### config.mk
export PLATFORM = sky130hd
export DESIGN_NAME = mem_init_seq_flat
export DESIGN_NICKNAME = d
export VERILOG_FILES = /design/src/rtl/mem_init_seq_if.sv /design/src/rtl/mem_init_seq.sv /design/src/flat_wrapper.sv
export SDC_FILE = /design/constraint.sdc
export NUM_CORES = 1
export LEC_CHECK = 0
export ABC_CLOCK_PERIOD_IN_PS = 8100
export CAP_MARGIN = 40
export CORE_MARGIN = 4
export CORE_UTILIZATION = 58
export CTS_BUF_LIST = sky130_fd_sc_hd__clkbuf_4
export DETAILED_ROUTE_END_ITERATION = 10
export MAX_ROUTING_LAYER = met4
export PLACE_DENSITY = 0.87
export SYNTH_ARGS = -nofsm -noshare
export SYNTH_HDL_FRONTEND = slang
export SYNTH_SLANG_ARGS = --single-unit
### constraint.sdc
create_clock -name clk -period 8.1 [get_ports clk]
set_input_delay 1.62 -clock clk [delete_from_list [all_inputs] [get_ports clk]]
set_output_delay 1.62 -clock clk [all_outputs]
set_load 0.005 [all_outputs]
### src/rtl/mem_init_seq_if.sv
// ----------------------------------------------------------------------------
// mem_init_seq_if
// Purpose : bundles the control handshake and memory-write bus of the
//           memory initialisation sequencer into one connection.
// Signals :
//   en        start request (requester -> sequencer)
//   mode      fill pattern select, 2 bits (requester -> sequencer)
//   fill_val  seed / constant operand, DATA_W bits (requester -> sequencer)
//   abort     stop the run in progress (requester -> sequencer)
//   rdy       sequencer idle and able to accept en
//   addr      memory write address, ADDR_W bits
//   wrdata    memory write data, DATA_W bits
//   wren      memory write enable, one word per cycle
//   done      one-cycle pulse after a run completes normally
// Modports: master = requester / memory side, slave = the sequencer itself.
// ----------------------------------------------------------------------------
interface mem_init_seq_if #(
  parameter int DATA_W = 8,
  parameter int ADDR_W = 8
);

  logic              en;
  logic [1:0]        mode;
  logic [DATA_W-1:0] fill_val;
  logic              abort;
  logic              rdy;
  logic [ADDR_W-1:0] addr;
  logic [DATA_W-1:0] wrdata;
  logic              wren;
  logic              done;

  modport master (
    output en, mode, fill_val, abort,
    input  rdy, addr, wrdata, wren, done
  );

  modport slave (
    input  en, mode, fill_val, abort,
    output rdy, addr, wrdata, wren, done
  );

endinterface

### src/rtl/mem_init_seq.sv
// ----------------------------------------------------------------------------
// mem_init_seq
// Purpose : walks a memory from address 0 to DEPTH-1, writing one word per
//           cycle, with the data word generated from a selectable pattern:
//             mode 0  identity        data = i
//             mode 1  constant fill   data = fill_val
//             mode 2  descending      data = DEPTH-1-i
//             mode 3  offset ramp     data = fill_val + i (wraps)
//           All arithmetic wraps modulo 2**DATA_W.
// Ports   :
//   clk   single clock, all state changes on its rising edge
//   rst   synchronous active-high reset
//   bus   mem_init_seq_if.slave: en/mode/fill_val/abort in,
//         rdy/addr/wrdata/wren/done out (all outputs registered)
// Parameters: DATA_W data width, ADDR_W address width,
//             DEPTH words per run (1 .. 2**ADDR_W).
// ----------------------------------------------------------------------------
module mem_init_seq #(
  parameter int DATA_W = 8,
  parameter int ADDR_W = 8,
  parameter int DEPTH  = 256
) (
  input  logic              clk,
  input  logic              rst,
  mem_init_seq_if.slave     bus
);

  typedef enum logic {
    IDLE = 1'b0,
    FILL = 1'b1
  } state_e;

  localparam logic [ADDR_W-1:0] LastAddr = ADDR_W'(DEPTH - 1);

  state_e            state_q, state_d;
  logic [ADDR_W-1:0] addr_q, addr_d;
  logic [DATA_W-1:0] wrdata_q, wrdata_d;
  logic [1:0]        mode_q, mode_d;
  logic [DATA_W-1:0] fill_q, fill_d;
  logic              done_q, done_d;

  // Data word for write index idx under pattern m. The address doubles as
  // the write index since every run starts at address 0. Widths are cast to
  // DATA_W so every pattern wraps rather than saturates.
  function automatic logic [DATA_W-1:0] patternWord(
    input logic [1:0]        m,
    input logic [DATA_W-1:0] seed,
    input logic [ADDR_W-1:0] idx
  );
    logic [DATA_W-1:0] word;
    case (m)
      2'd0:    word = DATA_W'(idx);
      2'd1:    word = seed;
      2'd2:    word = DATA_W'(LastAddr - idx);
      default: word = seed + DATA_W'(idx);
    endcase
    return word;
  endfunction

  // Next-state and next-output logic. In IDLE a start request loads the
  // pattern registers and pre-computes the word for address 0, so the first
  // write appears in the cycle right after acceptance. Abort beats en in
  // IDLE, and in FILL it beats normal completion, so an aborted run never
  // raises done. Address and data simply hold whenever nothing is written.
  always_comb begin
    state_d  = state_q;
    addr_d   = addr_q;
    wrdata_d = wrdata_q;
    mode_d   = mode_q;
    fill_d   = fill_q;
    done_d   = 1'b0;
    case (state_q)
      IDLE: begin
        if (bus.en && !bus.abort) begin
          state_d  = FILL;
          addr_d   = '0;
          mode_d   = bus.mode;
          fill_d   = bus.fill_val;
          wrdata_d = patternWord(bus.mode, bus.fill_val, '0);
        end
      end
      FILL: begin
        if (bus.abort) begin
          state_d = IDLE;
        end else if (addr_q == LastAddr) begin
          state_d = IDLE;
          done_d  = 1'b1;
        end else begin
          addr_d   = addr_q + ADDR_W'(1);
          wrdata_d = patternWord(mode_q, fill_q, addr_q + ADDR_W'(1));
        end
      end
      default: begin
        state_d = IDLE;
      end
    endcase
  end

  // State register. Reset clears everything, including the latched pattern
  // operands, and takes priority over any request or abort.
  always_ff @(posedge clk) begin
    if (rst) begin
      state_q  <= IDLE;
      addr_q   <= '0;
      wrdata_q <= '0;
      mode_q   <= '0;
      fill_q   <= '0;
      done_q   <= 1'b0;
    end else begin
      state_q  <= state_d;
      addr_q   <= addr_d;
      wrdata_q <= wrdata_d;
      mode_q   <= mode_d;
      fill_q   <= fill_d;
      done_q   <= done_d;
    end
  end

  // Outputs come straight from registers; rdy and wren are decodes of the
  // registered state.
  assign bus.rdy    = (state_q == IDLE);
  assign bus.wren   = (state_q == FILL);
  assign bus.addr   = addr_q;
  assign bus.wrdata = wrdata_q;
  assign bus.done   = done_q;

endmodule

### src/flat_wrapper.sv
// flat-port wrapper written by rule: the top's interface ports become plain ports
module mem_init_seq_flat 
#(
  parameter int DATA_W = 8,
  parameter int ADDR_W = 8,
  parameter int DEPTH  = 256
)
  (clk, rst, bus_en, bus_mode, bus_fill_val, bus_abort, bus_rdy, bus_addr, bus_wrdata, bus_wren, bus_done);
  mem_init_seq_if #(.DATA_W(DATA_W), .ADDR_W(ADDR_W)) bus_i ();
  input  logic clk;
  input  logic rst;
  input wire logic [$bits(bus_i.en)-1:0] bus_en;
  input wire logic [$bits(bus_i.mode)-1:0] bus_mode;
  input wire logic [$bits(bus_i.fill_val)-1:0] bus_fill_val;
  input wire logic [$bits(bus_i.abort)-1:0] bus_abort;
  output wire logic [$bits(bus_i.rdy)-1:0] bus_rdy;
  output wire logic [$bits(bus_i.addr)-1:0] bus_addr;
  output wire logic [$bits(bus_i.wrdata)-1:0] bus_wrdata;
  output wire logic [$bits(bus_i.wren)-1:0] bus_wren;
  output wire logic [$bits(bus_i.done)-1:0] bus_done;
  assign bus_i.en = bus_en;
  assign bus_i.mode = bus_mode;
  assign bus_i.fill_val = bus_fill_val;
  assign bus_i.abort = bus_abort;
  assign bus_rdy = bus_i.rdy;
  assign bus_addr = bus_i.addr;
  assign bus_wrdata = bus_i.wrdata;
  assign bus_wren = bus_i.wren;
  assign bus_done = bus_i.done;
  mem_init_seq #(.DATA_W(DATA_W), .ADDR_W(ADDR_W), .DEPTH(DEPTH)) u_core (.clk(clk), .rst(rst), .bus(bus_i));
endmodule
Word-level counts from Yosys, hierarchy flattened
Cells that the tools add are included.
{ "op_classes": {"addsub": 3, "n_eq_ne": 7, "muxes": 15, "bitwise_logic": 1, "reduce_logical": 7} }
{ "op_table": {"columns": ["operator", "count"], "rows": [
  ["$mux W8", 6],
  ["$pmux W8 S2", 3],
  ["$pmux W8 S3", 1],
  ["$add A8 B1 Y8 const B", 1],
  ["$add A8 B8 Y8", 1],
  ["$eq A8 B8 Y1 const B", 1],
  ["$sub A8 B8 Y8 const A", 1],
  ["$eq A2 B2 Y1 const B", 2],
  ["$logic_not A2 Y1", 2],
  ["$mux W1", 4],
  ["$ne A2 B2 Y1 const B", 2],
  ["$reduce_and A3 Y1", 1],
  ["$reduce_or A3 Y1", 1],
  ["$eq A2 B1 Y1 const B", 1],
  ["$ne A2 B1 Y1 const B", 1],
  ["$pmux W1 S2", 1],
  ["$reduce_and A2 Y1", 1],
  ["$logic_and A1 B1 Y1", 1],
  ["$logic_not A1 Y1", 1],
  ["$not A1 Y1", 1]
]} }
{ "word_totals": {"register_bits": 28} }

Depth between registers and ports, before layout
{ "depth": {"word_depth": 6, "depth_mapped": 11} }

Worst setup path after synthesis
Ideal clock, no wire load.
{ "synth_timing": {"path_kind": "in2reg", "from": "input port bus_mode[0]", "to": "register u_core.wrdata_q[3], in the netlist u_core.bus.wrdata[3]", "setup_time_ps": 114, "t_arrival_ps": 2617, "required_ps": 7986, "path_slack_ps": 5369, "stages": 6, "n_path_buf": 1, "path_cell_list": "clkbuf_1 > nor2b_1 > or2_2 > a21oi_1 > a211oi_1 > a21o_1"} }
{ "synth_via": {"elab_chain_cells": 4, "word_cells_on_any_way": 5, "cone_classes": "eq/ne (1); mux (3); reduce/logical (1)"} }
{ "synth_rtl": {"columns": ["item", "line", "source"], "rows": [
  ["start, declared", "flat_wrapper.sv:13", "input wire logic [$bits(bus_i.mode)-1:0] bus_mode;"],
  ["$eq A2 B2 Y1 or $logic_not A2 Y1 (tied branches)", "mem_init_seq.sv:51", "case (m)"],
  ["$pmux W8 S2 (*)", "mem_init_seq.sv:51", null],
  ["$mux W8 (*)", "mem_init_seq.sv:74", "if (bus.en && !bus.abort) begin"],
  ["$pmux W8 S2 (*)", "mem_init_seq.sv:72", "case (state_q)"],
  ["end signal, assigned", "mem_init_seq.sv:112", "wrdata_q <= wrdata_d;"],
  ["end, declared", "mem_init_seq.sv:37", "logic [DATA_W-1:0] wrdata_q, wrdata_d;"]
]} }
Mark *: on every way between the ends. The rest lies on a longest branch, timed or not. The select of a mux whose other input is x is not followed.
A chain may end at the register's enable or synchronous reset.

Final worst setup path
{ "layout_timing": {"from": "register u_core.state_q, in the netlist u_core.bus.wren", "to": "output port bus_rdy"} }
{ "layout_via": {"elab_chain_cells": 1} }
{ "layout_rtl": {"columns": ["item", "line", "source"], "rows": [
  ["start, declared", "mem_init_seq.sv:35", "state_e state_q, state_d;"],
  ["start signal, assigned", "mem_init_seq.sv:110", "state_q <= state_d;"],
  ["$not A1 Y1 (no line)", null, null],
  ["end, declared", "flat_wrapper.sv:16", "output wire logic [$bits(bus_i.rdy)-1:0] bus_rdy;"]
]} }
No other way between the ends.

==> impl_metrics.env <==
export IMPL_min_from="u_core.bus.wrdata[5]$_SDFFE_PP0P_"
export IMPL_fmax_mhz=303.0
export IMPL_dp_hpwl_um=3571
export IMPL_cts_setup_buffers=0
export IMPL_period_needed_ps=3300
export IMPL_antennaDiodeCount=0
export IMPL_avgRoutedWirePerCell_um=15.31
export IMPL_clk_latency_ps=330
export IMPL_hold_class="reg -> reg"
export IMPL_cts_clk_slew_worst_paths_ps=150
export IMPL_cts_tree="built"
export IMPL_grt_pass1_vias=1756
export IMPL_port_buffers=32
export IMPL_cp_end_kind="output pin"
export IMPL_p_per_area_nw_per_um2=119.4
export IMPL_yosysWarnings=0
export IMPL_cp_num_buf_inv=2
export IMPL_ys_ff_latch=28
export IMPL_setup_viol=0
export IMPL_worstSetupPathType="reg -> out"
export IMPL_vias=1862
export IMPL_r2r_end="u_core.bus.wrdata[7]$_SDFFE_PP0P_"
export IMPL_dr_pass1_iters=4
export IMPL_path_cells="inv_2, clkdlybuf4s50_1"
export IMPL_cts_resized=0
export IMPL_cts_buffers_inserted=3
export IMPL_reg2reg_from="u_core.bus.addr[0]$_SDFFE_PP0P_"
export IMPL_drv_slew=0
export IMPL_min_to="u_core.bus.wrdata[5]$_SDFFE_PP0P_"
export IMPL_rrSetupSlack_ps=5050
export IMPL_vias_per_cell=5.987
export IMPL_antenna_found_initial=0
export IMPL_cts_root_buf="clkbuf_4"
export IMPL_status="finished clean"
export IMPL_nFillCells=261
export IMPL_worstMarginPinSlew_ps=790.1
export IMPL_synth_net_count=266
export IMPL_die_h_um=63.99
export IMPL_rsz0062_at_grt="no"
export IMPL_critPathArrivalTime_ps=1680
export IMPL_cpPeakStageDelay_ps=670
export IMPL_core_area_um2=3028
export IMPL_drtIter0Drc=105
export IMPL_fin_worst_skew_ps=3.922
export IMPL_finalWirelength_um=4761
export IMPL_syn_to_final_growth_pct=19.75
export IMPL_cp_required_ps=6480
export IMPL_initial_core_util=0.6004
export IMPL_clock_path_buffers=2
export IMPL_reg2regPathDepth=11
export IMPL_hold_viol=0
export IMPL_syn_avg_cell_area_um2=7.512
export IMPL_start_kind="flop"
export IMPL_drive_gt1_frac=0.06367
export IMPL_grt_start_max_net_pins=26
export IMPL_vdd_ir_drop_max_mv=0.09510
export IMPL_std_cell_rows=20
export IMPL_ant_nets=0
export IMPL_power_static_leakage_nw=0.8729
export IMPL_io_pins=33
export IMPL_dp_cells=307
export IMPL_drcViolationCount=0
export IMPL_grt_usage=0.2497
export IMPL_synthDistinctLibCells=46
export IMPL_cp_slowest_cell="dfxtp_1"
export IMPL_slew_headroom=0.4716
export IMPL_place_gp_congestion=0.8998
export IMPL_nets=292
export IMPL_period_share=0.4074
export IMPL_grt_pass1_wl_um=7955
export IMPL_die_w_um=63.99
export IMPL_cts_htree_levels=1
export IMPL_path_max_fanout=14
export IMPL_fin_setup_tns_ps=0
export IMPL_cts_hold_buffers=0
export IMPL_min_path_cells=2
export IMPL_cts_sinks=28
export IMPL_final_cells=311
export IMPL_synthesis_instances=242
export IMPL_cp_top_family="flip-flops"
export IMPL_dieArea_um2=4094
export IMPL_max_cap_viol_count=0
export IMPL_netlist_area_um2=1818
export IMPL_yosysSeqAreaShare=0.3083
export IMPL_overflow=0
-- worst reg2reg max path, stage by stage, from the launching register on --
cell and delay, ps:
dfxtp_1 510, ha_1 330, nand3_2 230, xnor2_2 210, ha_1 410, nand4_1 110, a21oi_1 120, and3b_1 220
and3_1 170, o211ai_1 170, nand4_1 140, a221o_1 340
-- state kept, by name, indices dropped and copies added (netlist names) --
signal / cells
u_core.bus.wrdata: 8
u_core.bus.wren: 1
u_core.fill_q: 8
u_core.bus.addr: 8
u_core.mode_q: 2
u_core.bus.done: 1
-- report_power, final --
part / leakage [nW] / internal (W) / switching [W]
Sequential: 0.228 / 0.000143 / 0.00000752
Clock: 0.0154 / 0.0000181 / 0.0000425
Combinational: 0.630 / 0.0000237 / 0.0000247
-- layout make-up --
class | instances | area, um2 | area share
clock buffers | 3 | 22.52 | 0.01034
clock inverters | 1 | 3.754 | 0.001724
inverters | 11 | 41.29 | 0.01897
multi-input cells | 192 | 1174 | 0.5391
flip-flops and latches | 28 | 560.5 | 0.2575
well taps | 44 | 55.05 | 0.02529
repair buffers | 32 | 320.3 | 0.1471
-- cells by family after synthesis --
family,count (synthesis),synth area share
and+or+nand+nor,96,0.2457
AOI/OAI and AO/OA,74,0.2595
DFF,28,0.3083
buffers and inverters,22,0.04611
xor gates and xnor gates,11,0.06125
adders and majority gates,10,0.07295
muxes,1,0.006194
-- Yosys cell counts, drive strengths merged --
cell type	n	area [um2]
a2111oi	2	23.77
nand2b	1	8.760
nand3	13	70.07
nor4	2	12.51
nand2	41	156.4
and3b	1	8.760
o21a	1	7.510
a21oi	38	190.2
inv	11	41.29
xnor2	5	51.30
fa	1	20.02
a32o	1	10.01
nor2	22	85.09
a22o	3	26.28
a21o	5	37.54
or2	1	6.260
nor3b	1	7.510
a31oi	1	6.260
and3	6	47.54
nor3	5	25.02
o41ai	2	17.52
mux2	1	11.26
clkbuf	10	37.54
a211oi	2	15.01
a221o	1	10.01
o211ai	4	30.03
a311oi	1	8.760
o221ai	1	8.760
nor2b	1	6.260
dfxtp	28	560.5
ha	9	112.6
xor2	6	60.06
a41o	1	10.01
buf	1	5.000
nand4	2	12.51
o21ai	11	70.07
-- layout by cell type, fill, tap and decap left out, drive strengths merged --
cell / n
o221ai: 1
a22o: 3
a311oi: 1
a32o: 1
a21o: 5
nor3b: 1
clkinv: 1
and3b: 1
xnor2: 5
o21ai: 11
nand2: 41
mux2: 1
nor3: 5
o21a: 1
a21oi: 38
a31oi: 1
nor2b: 1
nand3: 13
inv: 11
a211oi: 2
clkdlybuf4s50: 32
or2: 1
o211ai: 4
a2111oi: 2
nor2: 22
xor2: 6
nand2b: 1
and3: 6
fa: 1
clkbuf: 3
a221o: 1
nand4: 2
dfxtp: 28
ha: 9
o41ai: 2
a41o: 1
nor4: 2
-- worst max-delay path by stage --
stage / startpoint / depth (start not counted) / endpoint
finish: u_core.bus.wren$_SDFF_PP0_ / 2 / bus_rdy
detailed placement: bus_abort / 6 / u_core.bus.wrdata[7]$_SDFFE_PP0P_
CTS: u_core.bus.wren$_SDFF_PP0_ / 2 / bus_rdy
global route: u_core.bus.wren$_SDFF_PP0_ / 2 / bus_rdy
global placement: bus_abort / 6 / u_core.bus.wrdata[7]$_SDFFE_PP0P_
floorplan: bus_mode[0] / 6 / u_core.bus.wrdata[3]$_SDFFE_PP0P_
-- layer usage --
metal / vias to the layer above / track usage / wire length, um
met5: - / - / 0
met4: 0 / 0.08625 / 70
met3: 7 / 0.01582 / 283
met2: 67 / 0.4387 / 2411
met1: 883 / 0.3013 / 1996
li1: 905 / - / -
-- through the flow --
step	worst slack, ps	total power, W	util	hold slack [ps]	cell area, um2
after floorplan	5369	0.0001804	-	444.2	1818
after detailed placement	4570	0.0002020	0.7103	441.7	2151
after CTS	4815	0.0002599	0.7190	471.4	2177
after global placement	4605	0.0002009	0.7103	444.9	2151
final	4800	0.0002600	0.7190	478.6	2177
after global routing	4684	0.0002723	0.7190	501.5	2177
Note: power is estimated with default switching activity, not from simulation.
